## src/rtl/hazard_forward_unit_pkg.sv

```systemverilog
// Shared constants for the EX-stage operand forwarding selects.
// Encoding matches the mux3 priority: data1 = MEM, data2 = WB, data3 = register file.
package hazard_forward_unit_pkg;

    typedef logic [1:0] fwd_sel_t;

    localparam fwd_sel_t FWD_SEL_MEM = 2'b10;
    localparam fwd_sel_t FWD_SEL_WB  = 2'b01;
    localparam fwd_sel_t FWD_SEL_RF  = 2'b00;

    localparam int REG_ADDR_WIDTH_DEFAULT = 5;
    localparam int CNT_WIDTH_DEFAULT      = 32;

endpackage

```

## src/rtl/hazard_stage_slot.sv

```systemverilog
// One in-flight instruction record {valid, rd, regwrite, memread}.
// Bubble clears the whole record so an empty slot carries no stale destination.
module hazard_stage_slot #(
    parameter int REG_ADDR_WIDTH = 5
) (
    input  logic                      clk,
    input  logic                      rst,
    input  logic                      hold_i,
    input  logic                      bubble_i,
    input  logic                      valid_i,
    input  logic [REG_ADDR_WIDTH-1:0] rd_i,
    input  logic                      regwrite_i,
    input  logic                      memread_i,
    output logic                      valid_o,
    output logic [REG_ADDR_WIDTH-1:0] rd_o,
    output logic                      regwrite_o,
    output logic                      memread_o
);

    logic                      valid_q;
    logic [REG_ADDR_WIDTH-1:0] rd_q;
    logic                      regwrite_q;
    logic                      memread_q;

    always_ff @(posedge clk) begin
        if (rst) begin
            valid_q    <= 1'b0;
            rd_q       <= '0;
            regwrite_q <= 1'b0;
            memread_q  <= 1'b0;
        end else if (!hold_i) begin
            if (bubble_i) begin
                valid_q    <= 1'b0;
                rd_q       <= '0;
                regwrite_q <= 1'b0;
                memread_q  <= 1'b0;
            end else begin
                valid_q    <= valid_i;
                rd_q       <= rd_i;
                regwrite_q <= regwrite_i;
                memread_q  <= memread_i;
            end
        end
    end

    assign valid_o    = valid_q;
    assign rd_o       = rd_q;
    assign regwrite_o = regwrite_q;
    assign memread_o  = memread_q;

endmodule

```

## src/rtl/hazard_forward_unit.sv

```systemverilog
// Forwarding-select generation and load-use stall detection for the EX operand muxes.
// Selects are computed from the ID operands and registered as the instruction enters EX.
module hazard_forward_unit
    import hazard_forward_unit_pkg::*;
#(
    parameter int REG_ADDR_WIDTH = REG_ADDR_WIDTH_DEFAULT,
    parameter int CNT_WIDTH      = CNT_WIDTH_DEFAULT
) (
    input  logic                      clk,
    input  logic                      rst,
    input  logic                      hold_i,
    input  logic                      flush_i,
    input  logic [REG_ADDR_WIDTH-1:0] id_rs1_i,
    input  logic [REG_ADDR_WIDTH-1:0] id_rs2_i,
    input  logic                      id_rs1_used_i,
    input  logic                      id_rs2_used_i,
    input  logic [REG_ADDR_WIDTH-1:0] id_rd_i,
    input  logic                      id_regwrite_i,
    input  logic                      id_memread_i,
    output logic [1:0]                fwd_rs1_sel_o,
    output logic [1:0]                fwd_rs2_sel_o,
    output logic                      stall_o,
    output logic                      ex_bubble_o,
    output logic [CNT_WIDTH-1:0]      stall_count_o
);

    logic                      ex_valid, mem_valid, wb_valid;
    logic [REG_ADDR_WIDTH-1:0] ex_rd, mem_rd, wb_rd;
    logic                      ex_regwrite, mem_regwrite, wb_regwrite;
    logic                      ex_memread, mem_memread, wb_memread;

    hazard_stage_slot #(.REG_ADDR_WIDTH(REG_ADDR_WIDTH)) u_ex_slot (
        .clk        (clk),
        .rst        (rst),
        .hold_i     (hold_i),
        .bubble_i   (ex_bubble_o),
        .valid_i    (1'b1),
        .rd_i       (id_rd_i),
        .regwrite_i (id_regwrite_i),
        .memread_i  (id_memread_i),
        .valid_o    (ex_valid),
        .rd_o       (ex_rd),
        .regwrite_o (ex_regwrite),
        .memread_o  (ex_memread)
    );

    hazard_stage_slot #(.REG_ADDR_WIDTH(REG_ADDR_WIDTH)) u_mem_slot (
        .clk        (clk),
        .rst        (rst),
        .hold_i     (hold_i),
        .bubble_i   (1'b0),
        .valid_i    (ex_valid),
        .rd_i       (ex_rd),
        .regwrite_i (ex_regwrite),
        .memread_i  (ex_memread),
        .valid_o    (mem_valid),
        .rd_o       (mem_rd),
        .regwrite_o (mem_regwrite),
        .memread_o  (mem_memread)
    );

    hazard_stage_slot #(.REG_ADDR_WIDTH(REG_ADDR_WIDTH)) u_wb_slot (
        .clk        (clk),
        .rst        (rst),
        .hold_i     (hold_i),
        .bubble_i   (1'b0),
        .valid_i    (mem_valid),
        .rd_i       (mem_rd),
        .regwrite_i (mem_regwrite),
        .memread_i  (mem_memread),
        .valid_o    (wb_valid),
        .rd_o       (wb_rd),
        .regwrite_o (wb_regwrite),
        .memread_o  (wb_memread)
    );

    logic ex_writes, mem_writes;
    logic rs1_hit_ex, rs2_hit_ex, rs1_hit_mem, rs2_hit_mem;
    logic load_use;

    // Producers writing x0 are treated as non-writers, so x0 never forwards or stalls.
    assign ex_writes  = ex_valid  & ex_regwrite  & (ex_rd  != '0);
    assign mem_writes = mem_valid & mem_regwrite & (mem_rd != '0);

    assign rs1_hit_ex  = id_rs1_used_i & ex_writes  & (id_rs1_i == ex_rd);
    assign rs2_hit_ex  = id_rs2_used_i & ex_writes  & (id_rs2_i == ex_rd);
    assign rs1_hit_mem = id_rs1_used_i & mem_writes & (id_rs1_i == mem_rd);
    assign rs2_hit_mem = id_rs2_used_i & mem_writes & (id_rs2_i == mem_rd);

    assign load_use    = ~flush_i & ex_memread & (rs1_hit_ex | rs2_hit_ex);
    assign stall_o     = load_use & ~hold_i;
    assign ex_bubble_o = (load_use | flush_i) & ~hold_i;

    fwd_sel_t rs1_sel_d, rs2_sel_d, rs1_sel_q, rs2_sel_q;

    // EX match is the youngest producer and takes priority over MEM.
    always_comb begin
        rs1_sel_d = FWD_SEL_RF;
        rs2_sel_d = FWD_SEL_RF;
        if (rs1_hit_ex)       rs1_sel_d = FWD_SEL_MEM;
        else if (rs1_hit_mem) rs1_sel_d = FWD_SEL_WB;
        if (rs2_hit_ex)       rs2_sel_d = FWD_SEL_MEM;
        else if (rs2_hit_mem) rs2_sel_d = FWD_SEL_WB;
        if (ex_bubble_o) begin
            rs1_sel_d = FWD_SEL_RF;
            rs2_sel_d = FWD_SEL_RF;
        end
    end

    always_ff @(posedge clk) begin
        if (rst) begin
            rs1_sel_q <= FWD_SEL_RF;
            rs2_sel_q <= FWD_SEL_RF;
        end else if (!hold_i) begin
            rs1_sel_q <= rs1_sel_d;
            rs2_sel_q <= rs2_sel_d;
        end
    end

    logic [CNT_WIDTH-1:0] stall_count_d, stall_count_q;

    always_comb begin
        stall_count_d = stall_count_q;
        if (stall_o && (stall_count_q != {CNT_WIDTH{1'b1}}))
            stall_count_d = stall_count_q + 1'b1;
    end

    always_ff @(posedge clk) begin
        if (rst) stall_count_q <= '0;
        else     stall_count_q <= stall_count_d;
    end

    assign fwd_rs1_sel_o = rs1_sel_q;
    assign fwd_rs2_sel_o = rs2_sel_q;
    assign stall_count_o = stall_count_q;

endmodule

```

## config.mk

```make
export PLATFORM = sky130hd
export DESIGN_NAME = hazard_forward_unit
export DESIGN_NICKNAME = d
export VERILOG_FILES = /design/src/rtl/hazard_forward_unit_pkg.sv /design/src/rtl/hazard_stage_slot.sv /design/src/rtl/hazard_forward_unit.sv
export SDC_FILE = /design/constraint.sdc
export NUM_CORES = 1
export LEC_CHECK = 0
export ABC_AREA = 1
export CAP_MARGIN = 20
export CORE_MARGIN = 2
export CORE_UTILIZATION = 57
export DETAILED_ROUTE_END_ITERATION = 10
export PLACE_DENSITY = 0.86
export SLEW_MARGIN = 20
export SYNTH_ARGS = -nofsm -noshare
export SYNTH_HDL_FRONTEND = slang
export SYNTH_SLANG_ARGS = --single-unit
```

## constraint.sdc

```tcl
create_clock -name clk -period 3.67 [get_ports clk]
set_input_delay 0.5505 -clock clk [delete_from_list [all_inputs] [get_ports clk]]
set_output_delay 0.5505 -clock clk [all_outputs]
set_load 0.02 [all_outputs]
```

==> summary.json <==
{
  "run_status": "complete, no violations",
  "clkSinkCount": 51,
  "layout-drive-gt1-share": 0.0394,
  "clock-root-buffer": "clkbuf_8",
  "clk_pin_slew_ns": 0.11,
  "global_route.overflow_total": 0,
  "grt_use_total": 0.304,
  "cellLeakagePower_nw": 1.55,
  "final-setup-viol-count": 0,
  "power.ir.vdd_worst_uv": 176,
  "cts_buffers": 5,
  "critical_path.cell_chain": "clkdlybuf4s50_1 -> inv_1 -> a21oi_1 -> nand2_1 -> nor2_1 -> nand3_1 -> nand2_1 -> nand2_1 -> o21ai_0 -> clkdlybuf4s50_1",
  "worst_path_most_repeated_cell": "nand2_1",
  "seq_area_um2": 1020,
  "grt_pass1_wl_um": 15500,
  "design.die.area_um2": 6510,
  "antenna_found_initial": 0,
  "final_net_count": 632,
  "max_clock_freq_mhz": 326,
  "total_power_w": 0.00103,
  "clock_skew_ns": 0.00492,
  "postSynthRegisterBits": 51,
  "worstSkewPairLatency_ns": 0.32,
  "wl_um": 9610,
  "drt_first_iter_violations": 391,
  "ios": 61,
  "multiInputGateArea_um2": 2030,
  "critical_path.startpoint_type": "input pin",
  "final_max_slew_viol_count": 0,
  "async_set_or_reset_flop_fraction_in_the_synthesized_netlist": 0,
  "yosys_warnings": 0,
  "crit_path_top_delay_cell": "clkdlybuf4s50_1",
  "min_period_over_period": 0.836,
  "core-area_um2": 5610,
  "via_count_of_the_first_global_routing_pass": 3420,
  "yosysSeqAreaShare": 0.304,
  "hold_buf_cts": 0,
  "layout_min_cycle_time_ns": 3.07,
  "initial_standard_cell_utilization_of_the_core": 0.598,
  "synth_ff_type": "dfxtp_1",
  "fin_setup_tns_ns": 0,
  "min-delay-path-class": "reg2reg",
  "globalplace.congestion": 0.970,
  "netlist.top_cell.by_area": "dfxtp_1",
  "top_post_synthesis_cells_by_area": "dfxtp_1, nand2_1, nor2_1",
  "route.detailed.wl_per_inst_um": 14.1,
  "worst-endpoint-arrival_ns": 2.52,
  "drv_cap": 0,
  "synth_cell_types": 26,
  "setup_repair_after_global_routing_missed_its_margin": "false",
  "grt_start_max_net_pins": 43,
  "worst-path-buf-inv": 3,
  "vias": 3801,
  "critPathMaxFanout": 6,
  "syn_avg_cell_area_um2": 6.03,
  "port-buffer-count": 60,
  "synth_enable_flop_cells": 0,
  "tritoncts": "yes",
  "nets_in_the_synthesized_netlist": 580,
  "synth.most_common_cell": "nand2_1",
  "placement_rows": 27,
  "antenna_violating_nets_post_route": 0,
  "detail_route.first_pass.iterations": 5,
  "cts.path.max_buffers": 2,
  "post_dp_hpwl_um": 6980,
  "data_required_time_at_the_worst_endpoint_ns": 3.12,
  "synthToLayoutAreaGrowth_pct": 21.5,
  "powerDensity_nw_per_um2": 253,
  "fraction_of_synthesized_cell_area_taken_by_the_top_area_cell_type": 0.304,
  "worst_path_dominant_cell_family": "buffers and inverters",
  "slew_headroom": 0.518,
  "synth_cells": 556,
  "worstSetupPathType": "in2out",
  "drt_drc_violations_left": 0,
  "diode_count": 0,
  "routed_via_density": 5.58,
  "post-cts-setup-buffers": 0,
  "hold_viol_final": 0,
  "num-fill-cells": 498,
  "htree_levels": 2,
  "cts_resized": 0,
  "dieWidth_um": 80.7,
  "worst_stage_delay_on_the_critical_path_ns": 0.63,
  "die_height_um": 80.7,
  "worstSetupEndpointType": "output pin",
  "synth_commonest_cells": "nand2_1, nor2_1, dfxtp_1",
  "worst_pin_slew_ns": 0.720,
  "mappedNetlistArea_um2": 3350
}
## worst register-to-register path, stage by stage, from the launching register on
cell and delay [ns]:
dfxtp_1 0.48, inv_1 0.10, nand2_1 0.09, nand3_1 0.07, nor2_1 0.11, nand3_1 0.08
nand2_1 0.13, buf_4 0.36, nand3_2 0.30, buf_4 0.32, nand2_1 0.10, a21oi_1 0.06
## routing by layer
| metal | share of wire | global-route usage | vias to the layer above |
|---|---|---|---|
| li1 | - | - | 1889 |
| met1 | 0.40 | 0.356 | 1699 |
| met2 | 0.50 | 0.555 | 183 |
| met3 | 0.062 | 0.0404 | 30 |
| met4 | 0.033 | 0.124 | 0 |
| met5 | 0 | 0 | - |
## cell usage in the layout, fill, tap and decap left out
cell / instances
o22ai_1: 1
nor2_2: 1
nand3_1: 26
nor2_1: 73
nand2_4: 1
inv_2: 1
nand4_2: 1
ha_1: 1
clkdlybuf4s50_1: 60
a21oi_1: 50
clkinv_4: 2
nand4_1: 32
nand2_2: 1
o21bai_1: 1
dfxtp_1: 51
o21ai_0: 13
and2_1: 1
nand3b_1: 13
nand3_2: 1
xor2_1: 4
buf_4: 7
clkbuf_8: 5
inv_1: 48
nand2_1: 195
nor3_1: 2
xnor2_1: 14
inv_8: 1
nor2_4: 3
## kinds of logic after synthesis
family | Yosys count | synth area share
XOR/XNOR | 18 | 0.0470
buffers and inverters | 71 | 0.0910
adder cells (fa/ha/maj) | 1 | 0.00373
AO/OA/AOI/OAI | 65 | 0.0981
flip-flops | 51 | 0.304
AND/OR/NAND/NOR | 350 | 0.456
## flip-flops by register name, summed over array words and instances, names as in the netlist
name and cells:
u_mem_slot.regwrite_o 1, u_mem_slot.valid_o 1, fwd_rs1_sel_o 2, u_ex_slot.memread_o 1, u_ex_slot.valid_o 1, stall_count_o 32, u_ex_slot.rd_o 5, u_ex_slot.regwrite_o 1
fwd_rs2_sel_o 2, u_mem_slot.rd_o 5
## worst paths after layout
check | slack, ns | startpoint | endpoint | depth (start not counted)
worst min register to register | 0.47 | fwd_rs1_sel_o[0] | fwd_rs1_sel_o[0] | 2
worst max-delay path | 0.60 | id_rs2_i[3] | ex_bubble_o | 10
worst min-delay path | 0.47 | fwd_rs1_sel_o[0] | fwd_rs1_sel_o[0] | 2
worst max register to register | 1.35 | u_ex_slot.rd_o[0] | stall_count_o[10] | 11
## final cells by class
| class | count | share of cell area |
|---|---|---|
| clock buffer | 5 | 0.0169 |
| clock inverter | 3 | 0.00706 |
| timing repair buffer | 67 | 0.160 |
| sequential | 51 | 0.251 |
| multi-input combinational | 434 | 0.498 |
| inverter | 49 | 0.0451 |
| tap | 72 | 0.0221 |
## per-stage QoR
stage	instance area [um^2]	cells	utilization	setup slack [ns]	hold WS (ns)
after global placement	3980	673	0.709	0.656	0.443
after detailed placement	3980	673	0.709	0.620	0.456
after CTS	4080	681	0.727	0.605	0.473
after floorplan	3350	556	-	1.56	0.445
after global routing	4080	681	0.727	0.413	0.487
final	4080	681	0.727	0.600	0.469
## power by group
part / switching, W / total (W) / leakage, nW / internal (W)
clock: 0.000222 / 0.000364 / 0.0502 / 0.000142
combinational: 0.0000517 / 0.0000965 / 1.09 / 0.0000449
sequential: 0.00000892 / 0.000570 / 0.413 / 0.000561
Note: power is estimated with default switching activity, not from simulation.
==> RTL edit 1: new RTL, config.mk and constraints unchanged <==
The package constant `CNT_WIDTH_DEFAULT` goes from 32 to 64.
--- a/src/rtl/hazard_forward_unit_pkg.sv
+++ b/src/rtl/hazard_forward_unit_pkg.sv
@@ -9,7 +9,7 @@
     localparam fwd_sel_t FWD_SEL_RF  = 2'b00;
 
     localparam int REG_ADDR_WIDTH_DEFAULT = 5;
-    localparam int CNT_WIDTH_DEFAULT      = 32;
+    localparam int CNT_WIDTH_DEFAULT      = 64;
 
 endpackage
 
Interface: changed (resized stall_count_o); port bits go from 61 to 93. No check against the original RTL was run, so the function may have changed too.
==> RTL edit 1 against the original RTL <==
- sequential cell count increased by 32
- area after synthesis increased by 59%
- sequential share of layout area increased by 0.55 points
- final cell count increased by 60%
- maximum frequency decreased by 0.94%
- cell area increased by 59%
- clock power increased by 98%
- worst setup slack got worse by 0.029 ns
- wire length increased by 64%
- total power increased by 68%
- critical endpoint unchanged
==> RTL edit 1: results (changes against the original RTL) <==
[metrics] run status: complete, no violations
[metrics] pin count of the biggest net entering global routing: 65 (+51%)
[metrics] Post-Route M1 WL: 7340 um (+89%)
[metrics] share of final-layout standard cells stronger than drive strength 1: 3.48% (-0.46 points)
[metrics] grt met3 use: 3.95% (-0.092 points)
[metrics] count of different cell masters after synthesis: 24 (-7.7%)
[metrics] max FFs per register: 64 (+100%)
[metrics] vias per cell: 5.41 (-3.0%)
[metrics] number of violations reported at the end of detailed-routing iteration 0: 439 (+12%)
[metrics] leakage power summed over all cells: 2.18 nW (+41%)
[metrics] number of detailed-routing iterations run before antenna repair: 7 (+2)
[metrics] last weighted congestion value of the routability-driven placer: 1.08 (+11%)
[metrics] # H-tree levels: 3 (+1)
[metrics] count of input and output buffers: 92 (+53%)
[metrics] Seq. cell area: 1660 um2 (+63%)
[metrics] amount of wire on met3 after detailed routing: 1220 um (+100%)
[metrics] worst-case vdd ir drop: 272 uV (+55%)
[metrics] post-synth net total: 915 (+58%)
[metrics] routed length on met2: 6880 um (+43%)
[metrics] met2 capacity usage during global routing: 47.9% (-7.6 points)
[metrics] synthesized-area fraction occupied by adder cells: 0.235% (-0.14 points)
[metrics] number of filler cells placed in the layout: 831 (+67%)
[metrics] biggest fanout along the worst timing path: 15 (+9)
[metrics] xor-xnor portion of the synthesized cell area: 7.72% (+3.0 points)
[metrics] Final #Nets: 997 (+58%)
[metrics] number of cells in the finished layout apart from fillers: 1088 (+60%)
[metrics] Synth Area in Compound Gates: 10.5% (+0.70 points)
[metrics] sequential cell area fraction in the yosys report: 31.2% (+0.73 points)
[metrics] global-route met1 utilization: 45.4% (+9.8 points)
[metrics] placed wire-length estimate: 11900 um (+70%)
[metrics] Clk pin slew, worst setup/hold paths: 0.08 ns (-0.03 ns)
[metrics] first-pass GRT wire length: 25100 um (+62%)
[metrics] Total Routing Usage GR: 31.2% (+0.83 points)
[metrics] Slew @ Worst Pin: 0.732 ns (+0.0120 ns)
[metrics] most used standard cells in the synthesized netlist: sky130_fd_sc_hd__nand2_1, sky130_fd_sc_hd__nor2_1, sky130_fd_sc_hd__dfxtp_1
[metrics] Worst Clk Skew: 0.0106 ns (+0.00565 ns)
## RTL edit 1: cell types whose count changed after synthesis, moves of 3 or more
cell                       before  now
sky130_fd_sc_hd__inv_1         48   68
sky130_fd_sc_hd__nand3_1       26   51
sky130_fd_sc_hd__nand3b_1      13    0
sky130_fd_sc_hd__nor2_1        74  138
sky130_fd_sc_hd__a211oi_1       0    5
sky130_fd_sc_hd__nand2_2        1    4
sky130_fd_sc_hd__nand4_1       32   24
sky130_fd_sc_hd__clkbuf_1       9   15
sky130_fd_sc_hd__xnor2_1       14   41
sky130_fd_sc_hd__a21oi_1       50   82
sky130_fd_sc_hd__dfxtp_1       51   83
sky130_fd_sc_hd__nand2_1      195  326
sky130_fd_sc_hd__o21ai_0       13   20
## RTL edit 1: area by class of cell
cell class	count	share of cell area, %
Clock buffer	11	2.02
Sequential cell	83	25.6
Inverter	72	4.17
Multi-Input combinational cell	709	50.1
Timing Repair Buffer	98	14.8
Tap cell	111	2.14
Clock inverter	4	1.18
## RTL edit 1: power by group
part / total (mW) / switching (mW) / internal [mW]
sequential: 0.914 / 0.00736 / 0.907
combinational: 0.0934 / 0.0518 / 0.0416
clock: 0.721 / 0.339 / 0.382
## RTL edit 1: worst paths after layout
kind / startpoint / to / slack (ns) / cells past startpoint
worst max register to register: stall_count_o[0] / stall_count_o[31] / 0.88 / 11
worst min-delay path: fwd_rs2_sel_o[0] / fwd_rs2_sel_o[0] / 0.47 / 2
worst max-delay path: id_rs1_i[1] / ex_bubble_o / 0.57 / 10
worst min register to register: fwd_rs2_sel_o[0] / fwd_rs2_sel_o[0] / 0.47 / 2
==> RTL edit 2: new RTL, same flow settings <==
Without the edit above. Reset style: asynchronous (`rst`), changed in 3 clocked blocks.
--- a/src/rtl/hazard_stage_slot.sv
+++ b/src/rtl/hazard_stage_slot.sv
@@ -22,7 +22,7 @@
     logic                      regwrite_q;
     logic                      memread_q;
 
-    always_ff @(posedge clk) begin
+    always_ff @(posedge clk or posedge rst) begin
         if (rst) begin
             valid_q    <= 1'b0;
             rd_q       <= '0;
--- a/src/rtl/hazard_forward_unit.sv
+++ b/src/rtl/hazard_forward_unit.sv
@@ -107,7 +107,7 @@
         end
     end
 
-    always_ff @(posedge clk) begin
+    always_ff @(posedge clk or posedge rst) begin
         if (rst) begin
             rs1_sel_q <= FWD_SEL_RF;
             rs2_sel_q <= FWD_SEL_RF;
@@ -125,7 +125,7 @@
             stall_count_d = stall_count_q + 1'b1;
     end
 
-    always_ff @(posedge clk) begin
+    always_ff @(posedge clk or posedge rst) begin
         if (rst) stall_count_q <= '0;
         else     stall_count_q <= stall_count_d;
     end
Behaviour: differs if rst is asserted again (counterexample within 4 cycles, from zero or initial values and one cycle with rst high); with rst held inactive, the same outputs for 10 cycles.
==> RTL edit 2 against the original RTL <==
- total power grew 4.2%
- sequential power is 4.2% higher
- wire length is 11% lower
- cell area fell by 0.12%
- clock power down 3%
- area after synthesis up 0.30%
- worst setup slack got worse by 0.22 ns
- maximum frequency is 6.8% lower
- sequential cell count unchanged
- combinational power rose by 33%
- final cell count is 11% lower
==> RTL edit 2: results (changes against the original RTL) <==
[metrics] run status: complete, no violations
[metrics] Post-Place Cells: 601 (-11%)
[metrics] area used by multi-input combinational logic: 1800 um2 (-11%)
[metrics] stage delay of the slowest cell on the critical path: 0.61 ns (-0.02 ns)
[metrics] sequential cell area fraction in the yosys report: 37.9% (+7.5 points)
[metrics] power share of the combinational group: 11.9% (+2.5 points)
[metrics] hold worst-path end: fwd_rs1_sel_o[1]
[metrics] number of cells produced by synthesis: 479 (-14%)
[metrics] amount of wire on met3 after detailed routing: 524 um (-13%)
[metrics] start point of the worst hold path: fwd_rs1_sel_o[1]
[metrics] critical path startpoint: id_rs1_i[0]
[metrics] register share of the cell area: 31.4% (+6.3 points)
[metrics] placed wire-length estimate: 6340 um (-9.3%)
[metrics] last weighted congestion value of the routability-driven placer: 0.941 (-3.0%)
[metrics] Post-Route M1 WL: 3830 um (-1.4%)
[metrics] Final #Nets: 560 (-11%)
[metrics] number of inverters outside the clock class in the layout: 53 (+8.2%)
[metrics] clock network contribution to total cell area: 2.43% (+0.034 points)
[metrics] overall power: 1.07 mW (+4.2%)
[metrics] vias per cell: 5.30 (-5.1%)
[metrics] top post-synthesis cells by area: sky130_fd_sc_hd__dfrtp_1, sky130_fd_sc_hd__nand2_1, sky130_fd_sc_hd__xor2_1, sky130_fd_sc_hd__inv_1, sky130_fd_sc_hd__nand3_1
[metrics] Slew @ Worst Pin: 0.863 ns (+0.143 ns)
[metrics] R2R Setup Slk: 1.39 ns (+0.04 ns)
[metrics] routed length on met2: 4060 um (-16%)
[metrics] Arrival @ worst endpoint: 2.74 ns (+0.22 ns)
[metrics] pin count of the biggest net entering global routing: 52 (+21%)
-- RTL edit 2: cell types whose count changed after synthesis, sizes merged, moves of 2 or more --
| cell | delta |
|---|---|
| nand4 | -28 |
| dfxtp | -51 |
| and2 | +2 |
| nor3 | +13 |
| nand3 | +14 |
| inv | +3 |
| dfrtp | +51 |
| a21oi | -44 |
| buf | -5 |
| nor2 | -38 |
| nand3b | -12 |
| o21ai | +7 |
| clkbuf | -6 |
| xor2 | +19 |
-- RTL edit 2: cells by family after synthesis --
logic type | share of synthesized area [%]
xor gates and xnor gates | 9.37
buffers and inverters | 8.63
adders and majority gates | 0.372
AOI/OAI and AO/OA | 3.87
and+or+nand+nor | 39.8
DFF | 37.9
-- RTL edit 2: routing by layer --
layer	vias up	global-route usage [%]
li1	1590	-
met1	1480	38.5
met2	136	45.8
met3	20	4.11
met4	0	7.46
met5	-	0
